`src/rtl/matrix_sub_set_seq_if.sv`:
```
// rtl/matrix_sub_set_seq_if.sv - set-pair input and result output handshake bundle
interface matrix_sub_set_seq_if #(
  parameter int PARALLEL_NUM = 28
);
  logic                       in_valid;
  logic                       in_ready;
  logic [16*PARALLEL_NUM-1:0] abSet;
  logic [16*PARALLEL_NUM-1:0] bSet;
  logic                       out_valid;
  logic                       out_ready;
  logic [16*PARALLEL_NUM-1:0] aSet;

  modport master (
    output in_valid, abSet, bSet, out_ready,
    input  in_ready, out_valid, aSet
  );

  modport slave (
    input  in_valid, abSet, bSet, out_ready,
    output in_ready, out_valid, aSet
  );
endinterface

```
`src/rtl/matrix_sub_set_seq.sv`:
```
// rtl/matrix_sub_set_seq.sv - lane-wise mod-2^16 set subtractor, LANES_PER_CYCLE lanes per clock
module matrix_sub_set_seq #(
  parameter int PARALLEL_NUM    = 28,
  parameter int LANES_PER_CYCLE = 4
) (
  input  logic                clk,
  input  logic                rst,
  matrix_sub_set_seq_if.slave bus
);
  localparam int W      = 16 * PARALLEL_NUM;
  localparam int PASSES = PARALLEL_NUM / LANES_PER_CYCLE;
  localparam int PW     = (PASSES > 1) ? $clog2(PASSES) : 1;
  localparam logic [PW-1:0] LAST_PASS = PW'(PASSES - 1);
  localparam logic [PW-1:0] PASS_ONE  = PW'(1);

  if (PARALLEL_NUM % LANES_PER_CYCLE != 0) begin : g_bad_cfg
    $error("matrix_sub_set_seq: PARALLEL_NUM must be a multiple of LANES_PER_CYCLE");
  end

  typedef enum logic [1:0] {IDLE, CALC, DONE} state_t;

  state_t          state, state_nxt;
  logic [PW-1:0]   pass;
  logic [W-1:0]    ab_q, b_q, res_q;
  logic            in_ready_c, out_valid_c;
  logic            last_pass;

  assign last_pass = (pass == LAST_PASS);

  always_ff @(posedge clk or posedge rst) begin
    if (rst) begin
      state <= IDLE;
      pass  <= '0;
      ab_q  <= '0;
      b_q   <= '0;
      res_q <= '0;
    end else begin
      state <= state_nxt;
      case (state)
        IDLE: begin
          if (bus.in_valid) begin
            ab_q <= bus.abSet;
            b_q  <= bus.bSet;
            pass <= '0;
          end
        end
        CALC: begin
          // Unsigned 16-bit subtraction wraps naturally, undoing a mod-2^16 add.
          for (int l = 0; l < LANES_PER_CYCLE; l++) begin
            res_q[(int'(pass) * LANES_PER_CYCLE + l) * 16 +: 16] <=
              ab_q[(int'(pass) * LANES_PER_CYCLE + l) * 16 +: 16] -
              b_q[(int'(pass) * LANES_PER_CYCLE + l) * 16 +: 16];
          end
          pass <= last_pass ? '0 : pass + PASS_ONE;
        end
        default: ;
      endcase
    end
  end

  always_comb begin
    state_nxt   = state;
    in_ready_c  = 1'b0;
    out_valid_c = 1'b0;
    case (state)
      IDLE: begin
        in_ready_c = 1'b1;
        if (bus.in_valid) state_nxt = CALC;
      end
      CALC: begin
        if (last_pass) state_nxt = DONE;
      end
      DONE: begin
        out_valid_c = 1'b1;
        if (bus.out_ready) state_nxt = IDLE;
      end
      default: state_nxt = IDLE;
    endcase
  end

  assign bus.in_ready  = in_ready_c;
  assign bus.out_valid = out_valid_c;
  assign bus.aSet      = res_q;
endmodule

```
`src/flat_wrapper.sv`:
```
// flat-port wrapper written by rule: the top's interface ports become plain ports
module matrix_sub_set_seq_flat 
#(
  parameter int PARALLEL_NUM    = 28,
  parameter int LANES_PER_CYCLE = 4
)
  (clk, rst, bus_in_valid, bus_abSet, bus_bSet, bus_out_ready, bus_in_ready, bus_out_valid, bus_aSet);
  matrix_sub_set_seq_if #(.PARALLEL_NUM(PARALLEL_NUM)) bus_i ();
  input  logic clk;
  input  logic rst;
  input wire logic [$bits(bus_i.in_valid)-1:0] bus_in_valid;
  input wire logic [$bits(bus_i.abSet)-1:0] bus_abSet;
  input wire logic [$bits(bus_i.bSet)-1:0] bus_bSet;
  input wire logic [$bits(bus_i.out_ready)-1:0] bus_out_ready;
  output wire logic [$bits(bus_i.in_ready)-1:0] bus_in_ready;
  output wire logic [$bits(bus_i.out_valid)-1:0] bus_out_valid;
  output wire logic [$bits(bus_i.aSet)-1:0] bus_aSet;
  assign bus_i.in_valid = bus_in_valid;
  assign bus_i.abSet = bus_abSet;
  assign bus_i.bSet = bus_bSet;
  assign bus_i.out_ready = bus_out_ready;
  assign bus_in_ready = bus_i.in_ready;
  assign bus_out_valid = bus_i.out_valid;
  assign bus_aSet = bus_i.aSet;
  matrix_sub_set_seq #(.PARALLEL_NUM(PARALLEL_NUM), .LANES_PER_CYCLE(LANES_PER_CYCLE)) u_core (.clk(clk), .rst(rst), .bus(bus_i));
endmodule
```
`config.mk`:
```
export PLATFORM = sky130hd
export DESIGN_NAME = matrix_sub_set_seq_flat
export DESIGN_NICKNAME = d
export VERILOG_FILES = /design/src/rtl/matrix_sub_set_seq_if.sv /design/src/rtl/matrix_sub_set_seq.sv /design/src/flat_wrapper.sv
export SDC_FILE = /design/constraint.sdc
export NUM_CORES = 2
export LEC_CHECK = 0
export CAP_MARGIN = 5
export CORE_AREA = 5 5 527 529
export CTS_CLUSTER_DIAMETER = 30
export DETAILED_ROUTE_END_ITERATION = 12
export DIE_AREA = 0 0 532 534
export PLACE_DENSITY = 0.42
export SLEW_MARGIN = 20
export SYNTH_ARGS = -nofsm -noshare
export SYNTH_HDL_FRONTEND = slang
export SYNTH_SLANG_ARGS = --single-unit
```
`constraint.sdc`:
```
create_clock -name clk -period 53 [get_ports clk]
set_input_delay 5.3 -clock clk [delete_from_list [all_inputs] [get_ports clk]]
set_output_delay 5.3 -clock clk [all_outputs]
set_load 0.05 [all_outputs]
```
Word-level counts from Yosys, hierarchy flattened
Index checks and enable logic that the tools add are counted.

Flip-flop bits (word level): 1349. Input bits: 900. Output and inout port bits: 450. Word-level logic and storage cells: 57.

$add $sub $neg: 12. Eq/ne operators: 6. Shift-type cells: 16. Muxes and demuxes: 13. Reductions and logical operators: 5.

Operators with widths (number): variable part select 448 x 32 -> 16 bit (5); bitwise mux 448 bit (4); variable shift 16 x 33 -> 448 bit, first input constant (4); variable part select 16 x 33 -> 448 bit (4); variable part select 448 x 10 -> 16 bit (2); variable part select 448 x 11 -> 16 bit (1); negation 32 -> 33 bit (3); subtractor 16 bit (4); negation 9 -> 33 bit (1); adder 5 x 2 -> 6 bit, second input constant (2); adder 5 x 1 -> 6 bit, second input constant (1); 2-to-1 mux 2 bit (3); 2-to-1 mux 3 bit (2); case mux 2 bit (3 select lines) (1); case mux 3 bit (2 select lines) (1); != test 2 bit, second input constant (2); AND reduction 2 bit (2); adder 3 x 1 -> 3 bit, second input constant (1); == test 3 bit, second input constant (1); AND reduction 3 bit (1); == test 2 x 1 -> 1 bit, second input constant (1); == test 2 bit, second input constant (1); zero test 2 bit (1); 2-to-1 mux 1 bit (2); other kinds (2) (2).

Depth between registers and ports, before layout
Word-level depth: 7. Depth in mapped cells: 18. Gate-level depth less buffers: 14.

Worst setup path before layout
Ideal clock, no wire load.

Kind: input -> register. Start: input port bus_in_valid. End: register u_core.ab_q[0]. Setup time: 0.065 ns. Data arrival time: 6.412 ns. Required time: 52.935 ns. Path slack: 46.523 ns. Stages on the path: 7. Buffers on the path: 4. Path through: and2_1 > clkbuf_1 > buf_2 > clkbuf_1 > clkbuf_1 > nand2_1 > nand2_1.

Word-level cells in the longest chain between the ends: 1.

RTL lines: start: declaration (RTL line flat_wrapper.sv:11) `input wire logic [$bits(bus_i.in_valid)-1:0] bus_in_valid;`; AND reduction 2 bit (no line); end signal: assignment (RTL line matrix_sub_set_seq.sv:42) `ab_q <= bus.abSet;`; end: declaration (RTL line matrix_sub_set_seq.sv:24) `logic [W-1:0] ab_q, b_q, res_q;`.

Every way passes these cells. A chain may end at the register's enable or synchronous reset.

==> impl_summary.md <==
Run status
The run finished with clean final reports.

STA
For the pin with the worst max-slew slack, the measured transition is 1.171 ns. The total count of hold-check failures in the final report is 0. Setup violations remaining at the end of the flow were counted as 0. Setup repair after global routing left no endpoint under its margin.

The worst clock skew on the final layout is about 0.055 ns. The routed design could run at a clock period as short as 9.476 ns. The max-slew violation count is 0. The timing-limited maximum frequency is roughly 0.11 GHz. Summed over all failing endpoints, the final setup total negative slack is 0 ns.

In this run the tightest slew margin relative to its limit is 21.53%. The share of the cycle needed by the critical path after routing is between 15 and 20%.

Worst setup path
The critical path is of the input port to asynchronous set/reset pin type. The source of the worst register-to-register timing path is u_core.pass[0]. STA classifies the critical path endpoint as an asynchronous set/reset pin. Data on the critical path is required at its endpoint by 53.85 ns. The most numerous cell type found on the critical path is sky130_fd_sc_hd__buf_4. The type of element launching the critical path is an input port. The critical path contains buffers and inverters numbering 7 combined. The longest individual stage delay on the worst path is roughly 0.85 ns. The largest fanout on the critical path is 134. Data arrives at the worst endpoint at 10.33 ns. Among all stages on the critical path, the largest delay is contributed by sky130_fd_sc_hd__buf_4. The cell family contributing the most delay on the critical path is buffers and inverters. The signal on the critical path passes through clkdlybuf4s50_1, inv_8, buf_4, buf_12, buf_4, buf_4, buf_4.

The critical path starts at rst.

Route
The detailed router placed 53439 vias in this run. The detail route stage leaves a number of antenna-violating nets equal to 0. The post-detailed-route wirelength per cell is between 20 and 30 um. The number of design-rule violations left by the first detailed-router iteration is 3449. The first TritonRoute pass finished after 6 iterations. For this run, design rule violations remaining after detail routing come to 0.

Dividing the detail-routed via count by the number of cells gives 4.525. The routed design has between 300000 and 400000 um of wire.

Die
The floorplan step set the die height to 534 um. The floorplan step defined a die boundary enclosing between 200000 and 300000 um^2. The width of the chip is 532 um. After floorplanning, the core was sized to cover 272400 um^2. During I/O placement, the number of pins put on the boundary was 1350.

For this configuration, the core starts out at a cell density of 22.00%. The row count is 192.

Clock network
Gates resized during post-CTS repair numbered 0. The H-tree generated during clock tree synthesis spans 5 levels. At the later pin of the worst-skew pair, clock insertion delay measures about 0.89 ns.

The tree is rooted in a sky130_fd_sc_hd__clkbuf_16. In this run, CTS created clock tree buffers numbering 393. After clock tree synthesis, the setup repair step added 0 buffers. The clock net in this run drives a total of 1349 sinks. In this run, post-CTS hold repair placed 0 buffers. The maximum number of buffers from clock root to sink is 4. TritonCTS built the clock tree. After clock tree synthesis, the clock-pin slew on the worst setup and hold paths is 0.04 ns.

Pwr
The power density over the cells is approximately 93 nW/um^2. The proportion of power drawn by the clock network is 28.7%. The switching power share of the total is 47.80%. Registers are responsible for 20.4% of the overall power. The leakage component of the power is 42.96 nW. The internal power summed over all cells is between 0.004 and 0.005 W.

VDD sags by at most 0.08917 mV. In this run, the combinational gates consume about half of the power. For this design the total switching power over the nets is 0.004086 W.

Synthesis
Averaged over all synthesized cells, the footprint is 9.340 um^2. The synthesized instance count is 6418. Counting flops with a built-in enable in the synthesized netlist gives 0. By count the netlist is led by sky130_fd_sc_hd__nand2_1 (3078), sky130_fd_sc_hd__dfrtp_1 (1349), sky130_fd_sc_hd__clkbuf_1 (319). The post-synthesis register bit count is 1349.

The share of the synthesized area in the top cell type is 56.32%. The cell taking the most area after synthesis is sky130_fd_sc_hd__dfrtp_1. The sequential share of the synthesized area is 56.32%.

The proportion of register bits with asynchronous set or reset after synthesis is 100.0%. By instance count, the leading cell after synthesis is sky130_fd_sc_hd__nand2_1. The number of distinct library cell variants in the gate-level netlist after synthesis is 90. Of the post-synthesis cell area, the part taken by muxes is ~6.8%.

The compound-gate portion of the synthesized area is about a tenth. When the netlist entered floorplanning its net count stood at 7391. The fraction of the mapped netlist area in simple logic gates is 21.13%. After synthesis, the largest family of logic cells by area is simple AND/OR/NAND/NOR gates. By area the synthesized netlist is led by sky130_fd_sc_hd__dfrtp_1 (56%), sky130_fd_sc_hd__nand2_1 (19%), sky130_fd_sc_hd__mux2i_1 (4.3%). The warning count from the yosys run is 0. The post-synthesis xor/xnor area fraction is less than 1%. The summed instance area of the synthesized netlist is 59940 um^2. The most used flip-flop cell after synthesis is sky130_fd_sc_hd__dfrtp_1. The arithmetic-cell share of the synthesized area counting full adders, half adders and majority gates is under 10%.

Global route
Across every metal layer, demand over resource in global routing totals 22.07%. The initial antenna violation count came to 119. The via count of the first global-routing pass is 55910.

The total overflow left after global routing is 0. The maximum number of pins on one net before global-route repair is 170. The first global-routing pass estimated 448300 um of wire.

Final layout
The net count of the finished layout is 8832. Cells with a size suffix above 1 make up about an eighth of the layout. The synthesis-to-finish area growth is 52.76%.

The finished layout holds 11809 standard cells, fillers aside. The utilization after layout is 33.61%.

Placed design
During placement, the flow inserted port buffers numbering 1349. After detailed placement, the design holds a cell count of between 10000 and 15000. The HPWL reported at the end of detailed placement is between 200000 and 250000 um. The final estimated routing congestion in global placement is 0.8599.

Job
The tool flagged a number of max-cap violations equal to 0.

Worst hold path
The startpoint identified for the worst hold timing path is u_core.ab_q[354]. The tightest min-delay check is of the flop to flop type.
metal layers:
metal / part of all wire [%] / track usage, % / vias to the layer above
met3: 7.4 / 6.731 / 576
met4: 3.6 / 8.484 / 116
met1: 40 / 26.21 / 26345
met2: 49 / 37.44 / 1990
met5: 0.23 / 0 / -
li1: - / - / 24412
registers in the layout (all words and copies together), names as in the netlist:
name	flops
u_core.b_q	448
u_core.bus.aSet	448
u_core.pass	3
u_core.ab_q	448
u_core.state	2
through the flow:
stage          hold WS, ns  power [W]  area, um^2  worst slack [ns]
2_1_floorplan       0.4401   0.003956       59940             9.669
3_3_place_gp        0.4510   0.006155       77440             42.50
3_5_place_dp        0.4566   0.006216       77470             42.46
4_1_cts             0.4668   0.008716       91440             43.43
5_1_grt             0.4763   0.009009       91510             42.79
6_report            0.4634   0.008548       91570             43.52
logic make-up (layout without fill, tap and decap cells):
kind of cell,after synthesis,after routing
AOI/OAI and AO/OA,842,842
xor gates and xnor gates,61,61
adders and majority gates,73,73
buffers and inverters,442,2198
DFF,1349,1349
muxes,382,382
other,0,46
and+or+nand+nor,3269,3269
area by class of cell:
class	instances	area, um^2
Inverter	23	103.9
Antenna cell	46	115.1
Sequential cell	1349	33770
Timing Repair Buffer	1465	14470
Clock inverter	178	2738
Clock buffer	532	11230
Fill cell	28048	180900
Multi-Input combinational cell	4627	24660
Tap cell	3589	4491
tightest hold or removal path, cell delays in order (launching register included):
cell and delay, ns:
sky130_fd_sc_hd__dfrtp_1 0.33, sky130_fd_sc_hd__nand2_1 0.05, sky130_fd_sc_hd__nand2_1 0.05
power groups by stage:
stage               Clock [W]  Sequential, W  Combinational, W
floorplan                   0        0.00207           0.00189
global placement            0        0.00174           0.00441
detailed placement          0        0.00175           0.00446
CTS                   0.00249        0.00174           0.00448
global route          0.00255        0.00179           0.00467
finish                0.00245        0.00174           0.00435
final timing paths:
check                                        to  cells after the start  slack (ns)
max                             u_core.b_q[386]                      7       43.52
max in group clk                u_core.ab_q[76]                      8       43.86
min                            u_core.ab_q[354]                      2        0.46
min reg2reg                    u_core.ab_q[354]                      2        0.46
min in group asynchronous  u_core.bus.aSet[229]                      2        4.93
max reg2reg                 u_core.bus.aSet[92]                     16       46.10
placed cells by master (no fill, tap or decap), types with 47 or more instances in the layout:
cell | synthesis | layout
sky130_fd_sc_hd__dfrtp_1 | 1349 | 1346
sky130_fd_sc_hd__a21oi_1 | 51 | 51
sky130_fd_sc_hd__clkdlybuf4s50_1 | 0 | 1349
sky130_fd_sc_hd__clkbuf_16 | 0 | 393
sky130_fd_sc_hd__clkbuf_8 | 0 | 87
sky130_fd_sc_hd__bufinv_16 | 0 | 53
sky130_fd_sc_hd__o31ai_1 | 63 | 63
sky130_fd_sc_hd__a22o_1 | 119 | 119
sky130_fd_sc_hd__a221oi_1 | 169 | 159
sky130_fd_sc_hd__o21ai_0 | 270 | 270
sky130_fd_sc_hd__clkbuf_1 | 319 | 52
sky130_fd_sc_hd__clkinv_2 | 0 | 78
sky130_fd_sc_hd__ha_1 | 69 | 69
sky130_fd_sc_hd__a221o_1 | 57 | 57
sky130_fd_sc_hd__mux2_2 | 119 | 119
sky130_fd_sc_hd__mux2i_1 | 256 | 256
sky130_fd_sc_hd__buf_4 | 20 | 107
sky130_fd_sc_hd__nand2_1 | 3078 | 3073
sky130_fd_sc_hd__nor2_1 | 51 | 47
No activity file was read; power rests on OpenSTA's default activity.
